===== src/rtl/uart_buffer_pkg.sv =====
// Shared types and defaults for the UART message buffer.
package uart_buffer_pkg;

  typedef enum logic {
    DROP_NEWEST = 1'b0,
    DROP_OLDEST = 1'b1
  } ovf_mode_e;

  localparam int MSG_W_DEFAULT = 9;
  localparam int DEPTH_DEFAULT = 8;

endpackage


===== src/rtl/message_dedup_filter.sv =====
// Idle filtering and burst-level repeat suppression in front of the message FIFO.
module message_dedup_filter
  import uart_buffer_pkg::*;
#(
  parameter int MSG_W     = MSG_W_DEFAULT,
  parameter int DEDUP     = 1,
  parameter int ZERO_IDLE = 1
) (
  input  logic             clk_50,
  input  logic             reset,
  input  logic [MSG_W-1:0] in_data,
  input  logic             in_valid,
  output logic             push,
  output logic [MSG_W-1:0] push_data
);

  logic [MSG_W-1:0] last_word_r;
  logic             last_valid_r;
  logic             cand_s;
  logic             repeat_s;

  // Candidate and duplicate detection for the current input word.
  always_comb begin
    cand_s    = in_valid && !((ZERO_IDLE != 0) && (in_data == {MSG_W{1'b0}}));
    repeat_s  = (DEDUP != 0) && last_valid_r && (in_data == last_word_r);
    push      = cand_s && !repeat_s;
    push_data = in_data;
  end

  // Remembers the last candidate; any idle cycle breaks the burst.
  always_ff @(posedge clk_50 or negedge reset) begin
    if (!reset) begin
      last_word_r  <= {MSG_W{1'b0}};
      last_valid_r <= 1'b0;
    end else if (cand_s) begin
      last_word_r  <= in_data;
      last_valid_r <= 1'b1;
    end else begin
      last_valid_r <= 1'b0;
    end
  end

endmodule


===== src/rtl/uart_message_fifo.sv =====
// First-word-fall-through message queue with configurable overflow policy
// and a saturating overflow counter.
module uart_message_fifo
  import uart_buffer_pkg::*;
#(
  parameter int        MSG_W     = MSG_W_DEFAULT,
  parameter int        DEPTH     = DEPTH_DEFAULT,
  parameter int        DEDUP     = 1,
  parameter int        ZERO_IDLE = 1,
  parameter ovf_mode_e OVF_MODE  = DROP_NEWEST,
  parameter int        OVF_CNT_W = 8
) (
  input  logic                     clk_50,
  input  logic                     reset,
  input  logic [MSG_W-1:0]         in_data,
  input  logic                     in_valid,
  input  logic                     out_ready,
  input  logic                     clear_overflow,
  output logic [MSG_W-1:0]         out_data,
  output logic                     out_valid,
  output logic [$clog2(DEPTH):0]   count,
  output logic                     empty,
  output logic                     full,
  output logic                     overflow_flag,
  output logic [OVF_CNT_W-1:0]     overflow_count
);

  localparam int PTR_W = $clog2(DEPTH);
  localparam int CNT_W = PTR_W + 1;

  logic [MSG_W-1:0]     mem_r [DEPTH];
  logic [PTR_W-1:0]     wr_ptr_r, rd_ptr_r;
  logic [CNT_W-1:0]     count_r, count_nxt_s;
  logic                 ovf_flag_r, ovf_flag_nxt_s;
  logic [OVF_CNT_W-1:0] ovf_cnt_r, ovf_cnt_nxt_s;
  logic                 push_s, pop_s, write_s, adv_rd_s, ovf_evt_s;
  logic [MSG_W-1:0]     push_data_s;

  message_dedup_filter #(
    .MSG_W     (MSG_W),
    .DEDUP     (DEDUP),
    .ZERO_IDLE (ZERO_IDLE)
  ) u_filter (
    .clk_50    (clk_50),
    .reset     (reset),
    .in_data   (in_data),
    .in_valid  (in_valid),
    .push      (push_s),
    .push_data (push_data_s)
  );

  assign empty     = (count_r == {CNT_W{1'b0}});
  assign full      = (count_r == CNT_W'(DEPTH));
  assign out_valid = !empty;
  assign count     = count_r;
  assign out_data  = empty ? {MSG_W{1'b0}} : mem_r[rd_ptr_r];
  assign overflow_flag  = ovf_flag_r;
  assign overflow_count = ovf_cnt_r;
  assign pop_s     = out_valid && out_ready;

  // Push/pop arbitration and overflow policy; pop is impossible while empty.
  always_comb begin
    write_s     = 1'b0;
    adv_rd_s    = 1'b0;
    ovf_evt_s   = 1'b0;
    count_nxt_s = count_r;
    if (push_s && pop_s) begin
      write_s  = 1'b1;
      adv_rd_s = 1'b1;
    end else if (pop_s) begin
      adv_rd_s    = 1'b1;
      count_nxt_s = count_r - CNT_W'(1);
    end else if (push_s) begin
      if (!full) begin
        write_s     = 1'b1;
        count_nxt_s = count_r + CNT_W'(1);
      end else if (OVF_MODE == DROP_OLDEST) begin
        write_s   = 1'b1;
        adv_rd_s  = 1'b1;
        ovf_evt_s = 1'b1;
      end else begin
        ovf_evt_s = 1'b1;
      end
    end else begin
      count_nxt_s = count_r;
    end

    // A same-cycle clear still records the concurrent event.
    if (clear_overflow) begin
      ovf_flag_nxt_s = ovf_evt_s;
      ovf_cnt_nxt_s  = ovf_evt_s ? OVF_CNT_W'(1) : {OVF_CNT_W{1'b0}};
    end else if (ovf_evt_s) begin
      ovf_flag_nxt_s = 1'b1;
      ovf_cnt_nxt_s  = (ovf_cnt_r == {OVF_CNT_W{1'b1}}) ? ovf_cnt_r : ovf_cnt_r + OVF_CNT_W'(1);
    end else begin
      ovf_flag_nxt_s = ovf_flag_r;
      ovf_cnt_nxt_s  = ovf_cnt_r;
    end
  end

  // Pointer, occupancy and overflow state registers.
  always_ff @(posedge clk_50 or negedge reset) begin
    if (!reset) begin
      wr_ptr_r   <= {PTR_W{1'b0}};
      rd_ptr_r   <= {PTR_W{1'b0}};
      count_r    <= {CNT_W{1'b0}};
      ovf_flag_r <= 1'b0;
      ovf_cnt_r  <= {OVF_CNT_W{1'b0}};
    end else begin
      if (write_s) wr_ptr_r <= wr_ptr_r + PTR_W'(1);
      if (adv_rd_s) rd_ptr_r <= rd_ptr_r + PTR_W'(1);
      count_r    <= count_nxt_s;
      ovf_flag_r <= ovf_flag_nxt_s;
      ovf_cnt_r  <= ovf_cnt_nxt_s;
    end
  end

  // Storage array; contents are don't-care until written.
  always_ff @(posedge clk_50) begin
    if (write_s) mem_r[wr_ptr_r] <= push_data_s;
  end

endmodule


===== config.mk =====
export PLATFORM = sky130hd
export DESIGN_NAME = uart_message_fifo
export DESIGN_NICKNAME = d
export VERILOG_FILES = /design/src/rtl/uart_buffer_pkg.sv /design/src/rtl/message_dedup_filter.sv /design/src/rtl/uart_message_fifo.sv
export SDC_FILE = /design/constraint.sdc
export NUM_CORES = 1
export LEC_CHECK = 0
export ABC_CLOCK_PERIOD_IN_PS = 3490
export CAP_MARGIN = 20
export CORE_MARGIN = 1
export CORE_UTILIZATION = 33
export CTS_BUF_LIST = sky130_fd_sc_hd__clkbuf_16
export CTS_CLUSTER_SIZE = 16
export DETAILED_ROUTE_END_ITERATION = 6
export GPL_TIMING_DRIVEN = 0
export SLEW_MARGIN = 20
export SYNTH_ARGS = -nofsm -noshare
export SYNTH_HDL_FRONTEND = slang
export SYNTH_SLANG_ARGS = --single-unit

===== constraint.sdc =====
create_clock -name clk_50 -period 3.49 [get_ports clk_50]
set_clock_uncertainty 0.2 [all_clocks]
set_input_delay 0.698 -clock clk_50 [delete_from_list [all_inputs] [get_ports clk_50]]
set_output_delay 0.698 -clock clk_50 [all_outputs]
set_load 0.02 [all_outputs]

==> summary.md <==
| Metric | Value |
|---|---|
| Register area | 2890 um^2 |
| Fmax | 0.301 GHz |
| Critical path class | reg2out |
| Initial antenna violation count | 0 |
| Fill count | 1142 |
| IR drop worst, VDD | 288 uV |
| Total core area | 12800 um^2 |
| Top Layer Used | met4 |
| Die W | 117 um |
| Final WS setup | 0.169 ns |
| Layout overhead on the synthesized area | 23.5% |
| ANT cells | 0 |
| CP Launch Type | register |
| Wl on met1 | 3.89 mm |
| Fin util | 0.422 |
| Final setup fails | 0 |
| CP Capture Type | primary output |
| CP Data Arrival Time | 2.42 ns |
| Final worst-path cycle share | 0.952 |
| RSZ-0062 raised after global routing | yes |
| Vias in the first global route | 2455 |
| Placer Congestion | 0.771 |
| Largest cells by area after synthesis | edfxtp_1, dfrtp_1, mux4_2 |
| 1st-pass router iterations | 4 |
| Worst reg-to-reg setup slack | 0.41 ns |
| Multi-input gate area in the final layout | 1460 um^2 |
| Final Max Slew Viols | 0 |
| R2R Path Start | count[2]$_DFFE_PN0P_ |
| Setup TNS Final | 0 ns |
| Post-Route WL | 8.46 mm |
| Largest net degree at the start of global routing | 30 |
| Library cells used by synthesis | 45 |
| R2R cell count | 10 |
| Die ar. | 13700 um^2 |
| DR iter-0 viols | 144 |
| Share of flip-flops with an asynchronous set or reset after synthesis | 0.287 |
| CTS root buffer | clkbuf_16 |
| Sequential fraction of the synthesis area | 0.661 |
| Max_cap viols | 0 |
| GRT Util Overall | 0.136 |
| Max Buffers Root-to-Sink | 2 |
| Io pins | 39 |
| Post-layout minimum cycle time | 3.32 ns |
| Syn Area/Cell | 15.5 um^2 |
| # nets final | 363 |
| Top cell type's share of synthesized area | 0.495 |
| Rel. slew slack | 0.468 |
| Total gr overflow | 0 |
| DR WL/cell | 16.3 um |
| Residual DRC | 0 |
| Pleak | 1.95 nW |
| Dominant cell type by area after synthesis | edfxtp_1 |
| Final ANT Viol Nets | 0 |
| Top_reg_cell synth | edfxtp_1 |
| Clock Latency Late Sink | 0.34 ns |
| Share of cells above drive strength 1 | 0.271 |
| Setup Slack @ Placement | -1.15 ns |
| First-pass GRT wire length | 13.4 mm |
| # clock sinks | 101 |
| Synth Instances | 281 |
| Crit path to | out_data[1] |
| Post-Layout Cell Count | 519 |
| Initial Utilization | 0.342 |
| Mapped cell area | 4370 um^2 |
| CP max FO | 10 |
| Worst slew pin tran | 0.798 ns |
| Vias per cell | 4.83 |
| HPWL Detailed | 5.89 mm |
| Critical R2R Capture | overflow_count[1]$_DFFE_PN0P_ |
| Status | finished clean |
| H-tree levels | 3 |
| Detail Route met2 WL | 4.17 mm |
| Yosys warns | 0 |
| Yosys reg bits | 101 |
| Routed wl met3 | 242 um |
| Worst hold path class | in2async |
| Vias | 2507 |
| # placed instances | 497 |
| Number of enable flip-flop cells after synthesis | 72 |
| Cell Pwr Density | 756 nW/um^2 |
| Clk pin slew, worst setup/hold paths | 0.07 ns |
| CTS tree | yes |
| IO Port Bufs | 36 |
| Final hold violation count | 0 |
| CP startpoint | rd_ptr_r[1]$_DFFE_PN0P_ |
| FP Rows | 41 |
| CP required | 2.59 ns |
| Die height | 117 um |
| Num CTS Buffers | 9 |
| Syn nets | 302 |
-- Yosys cell counts, types with 2 or more instances --
cell,instances
a21oi_1,8
buf_1,5
clkbuf_1,4
dfrtp_1,29
edfxtp_1,72
ha_1,6
inv_1,8
inv_2,2
mux2_2,4
mux2i_1,9
mux4_2,18
nand2_1,35
nand3_1,5
nand4_1,2
nor2_1,12
nor3_1,3
nor4_1,4
nor4b_1,3
o21ai_0,3
o31ai_1,4
or3_2,3
or4_2,4
xnor2_1,16
-- area by class of cell --
cell class,instances,share of cell area
sequential,101,0.535
multi-input combinational,158,0.270
timing repair buffer,50,0.0772
clock buffer,9,0.0418
tap,172,0.0399
clock inverter,7,0.0139
buffer,11,0.0137
inverter,11,0.00812
-- cell usage in the layout (no fill, tap or decap), types with 2 or more instances in the layout --
| master | netlist | routed |
|---|---|---|
| clkbuf_16 | 0 | 9 |
| clkbuf_2 | 0 | 5 |
| inv_1 | 8 | 9 |
| xnor2_1 | 16 | 16 |
| or4_4 | 1 | 5 |
| dfrtp_1 | 29 | 29 |
| mux4_2 | 18 | 18 |
| o31ai_1 | 4 | 4 |
| edfxtp_1 | 72 | 72 |
| buf_1 | 5 | 4 |
| or3_2 | 3 | 3 |
| nor4_2 | 0 | 2 |
| ha_1 | 6 | 5 |
| buf_4 | 0 | 11 |
| nor4b_2 | 1 | 4 |
| nand2_1 | 35 | 34 |
| buf_2 | 1 | 9 |
| buf_6 | 0 | 2 |
| o21ai_0 | 3 | 3 |
| a21oi_1 | 8 | 8 |
| nor2_1 | 12 | 11 |
| nand3_1 | 5 | 5 |
| nor3_2 | 1 | 4 |
| clkdlybuf4s50_1 | 0 | 25 |
| mux2i_1 | 9 | 9 |
| nor4_1 | 4 | 2 |
| inv_2 | 2 | 2 |
| nand4_1 | 2 | 2 |
| mux2_2 | 4 | 4 |
-- report_power, final --
| part | leakage (nW) | total, W | internal (W) | switching [W] |
|---|---|---|---|---|
| Clock | 0.149 | 0.00100 | 0.000561 | 0.000443 |
| Combinational | 0.779 | 0.00148 | 0.000719 | 0.000763 |
| Sequential | 1.02 | 0.00159 | 0.00149 | 0.000102 |
-- state kept, by name, indices dropped and copies added, names as in the netlist --
| name | flops |
|---|---|
| mem_r | 72 |
| u_filter.last_word_r | 9 |
| overflow_count | 8 |
| count | 4 |
| rd_ptr_r | 3 |
| wr_ptr_r | 3 |
| overflow_flag | 1 |
| u_filter.last_valid_r | 1 |
-- critical path, stage by stage, from the launching register on --
cell             delay [ns]
dfrtp_1                0.35
buf_2                  0.27
buf_2                  0.34
mux4_2                 0.40
mux2i_1                0.14
nor2_1                 0.05
clkdlybuf4s50_1        0.53
-- worst min-delay path by stage --
stage	from	slack (ns)	to	cells after the start
after global routing	reset	0.24	overflow_count[5]$_DFFE_PN0P_	1
after detailed placement	u_filter.last_word_r[2]$_DFFE_PN0P_	0.29	u_filter.last_word_r[2]$_DFFE_PN0P_	2
after floorplan	reset	0.20	count[0]$_DFFE_PN0P_	0
final	reset	0.19	overflow_count[5]$_DFFE_PN0P_	1
after global placement	u_filter.last_word_r[0]$_DFFE_PN0P_	0.28	u_filter.last_word_r[0]$_DFFE_PN0P_	2
after CTS	reset	0.22	overflow_count[5]$_DFFE_PN0P_	1
-- timing repair --
item                                    CTS  global route
buffers inserted                          2             4
endpoints found under the setup margin   64            14
endpoints found under the hold margin     0             0
hold buffers                              0             0
pin swaps                                 1             2
gates resized for setup                  29            14
-- metrics by stage --
stage	area, um^2	total power, W	hold slack (ns)
global placement	4970	0.00305	0.281
finish	5390	0.00408	0.189
floorplan	4400	0.00255	0.202
global route	5390	0.00432	0.242
CTS	5380	0.00413	0.219
detailed placement	5070	0.00312	0.288
-- metal layers --
| metal | global-route usage | up-vias |
|---|---|---|
| met3 | 0.0278 | 10 |
| met1 | 0.174 | 1272 |
| met4 | 0.0608 | 0 |
| met2 | 0.222 | 38 |
| li1 | - | 1187 |
| met5 | 0 | - |
-- cells by family (layout without fill, tap and decap cells) --
| kind of cell | after synthesis | in the layout | synth area share |
|---|---|---|---|
| AOI/OAI and AO/OA | 22 | 22 | 0.0392 |
| xor gates and xnor gates | 17 | 17 | 0.0341 |
| DFF | 101 | 101 | 0.661 |
| and+or+nand+nor | 81 | 81 | 0.0977 |
| buffers and inverters | 22 | 88 | 0.0223 |
| adders and majority gates | 7 | 7 | 0.0218 |
| muxes | 31 | 31 | 0.124 |
(Power assumes the default switching activity.)
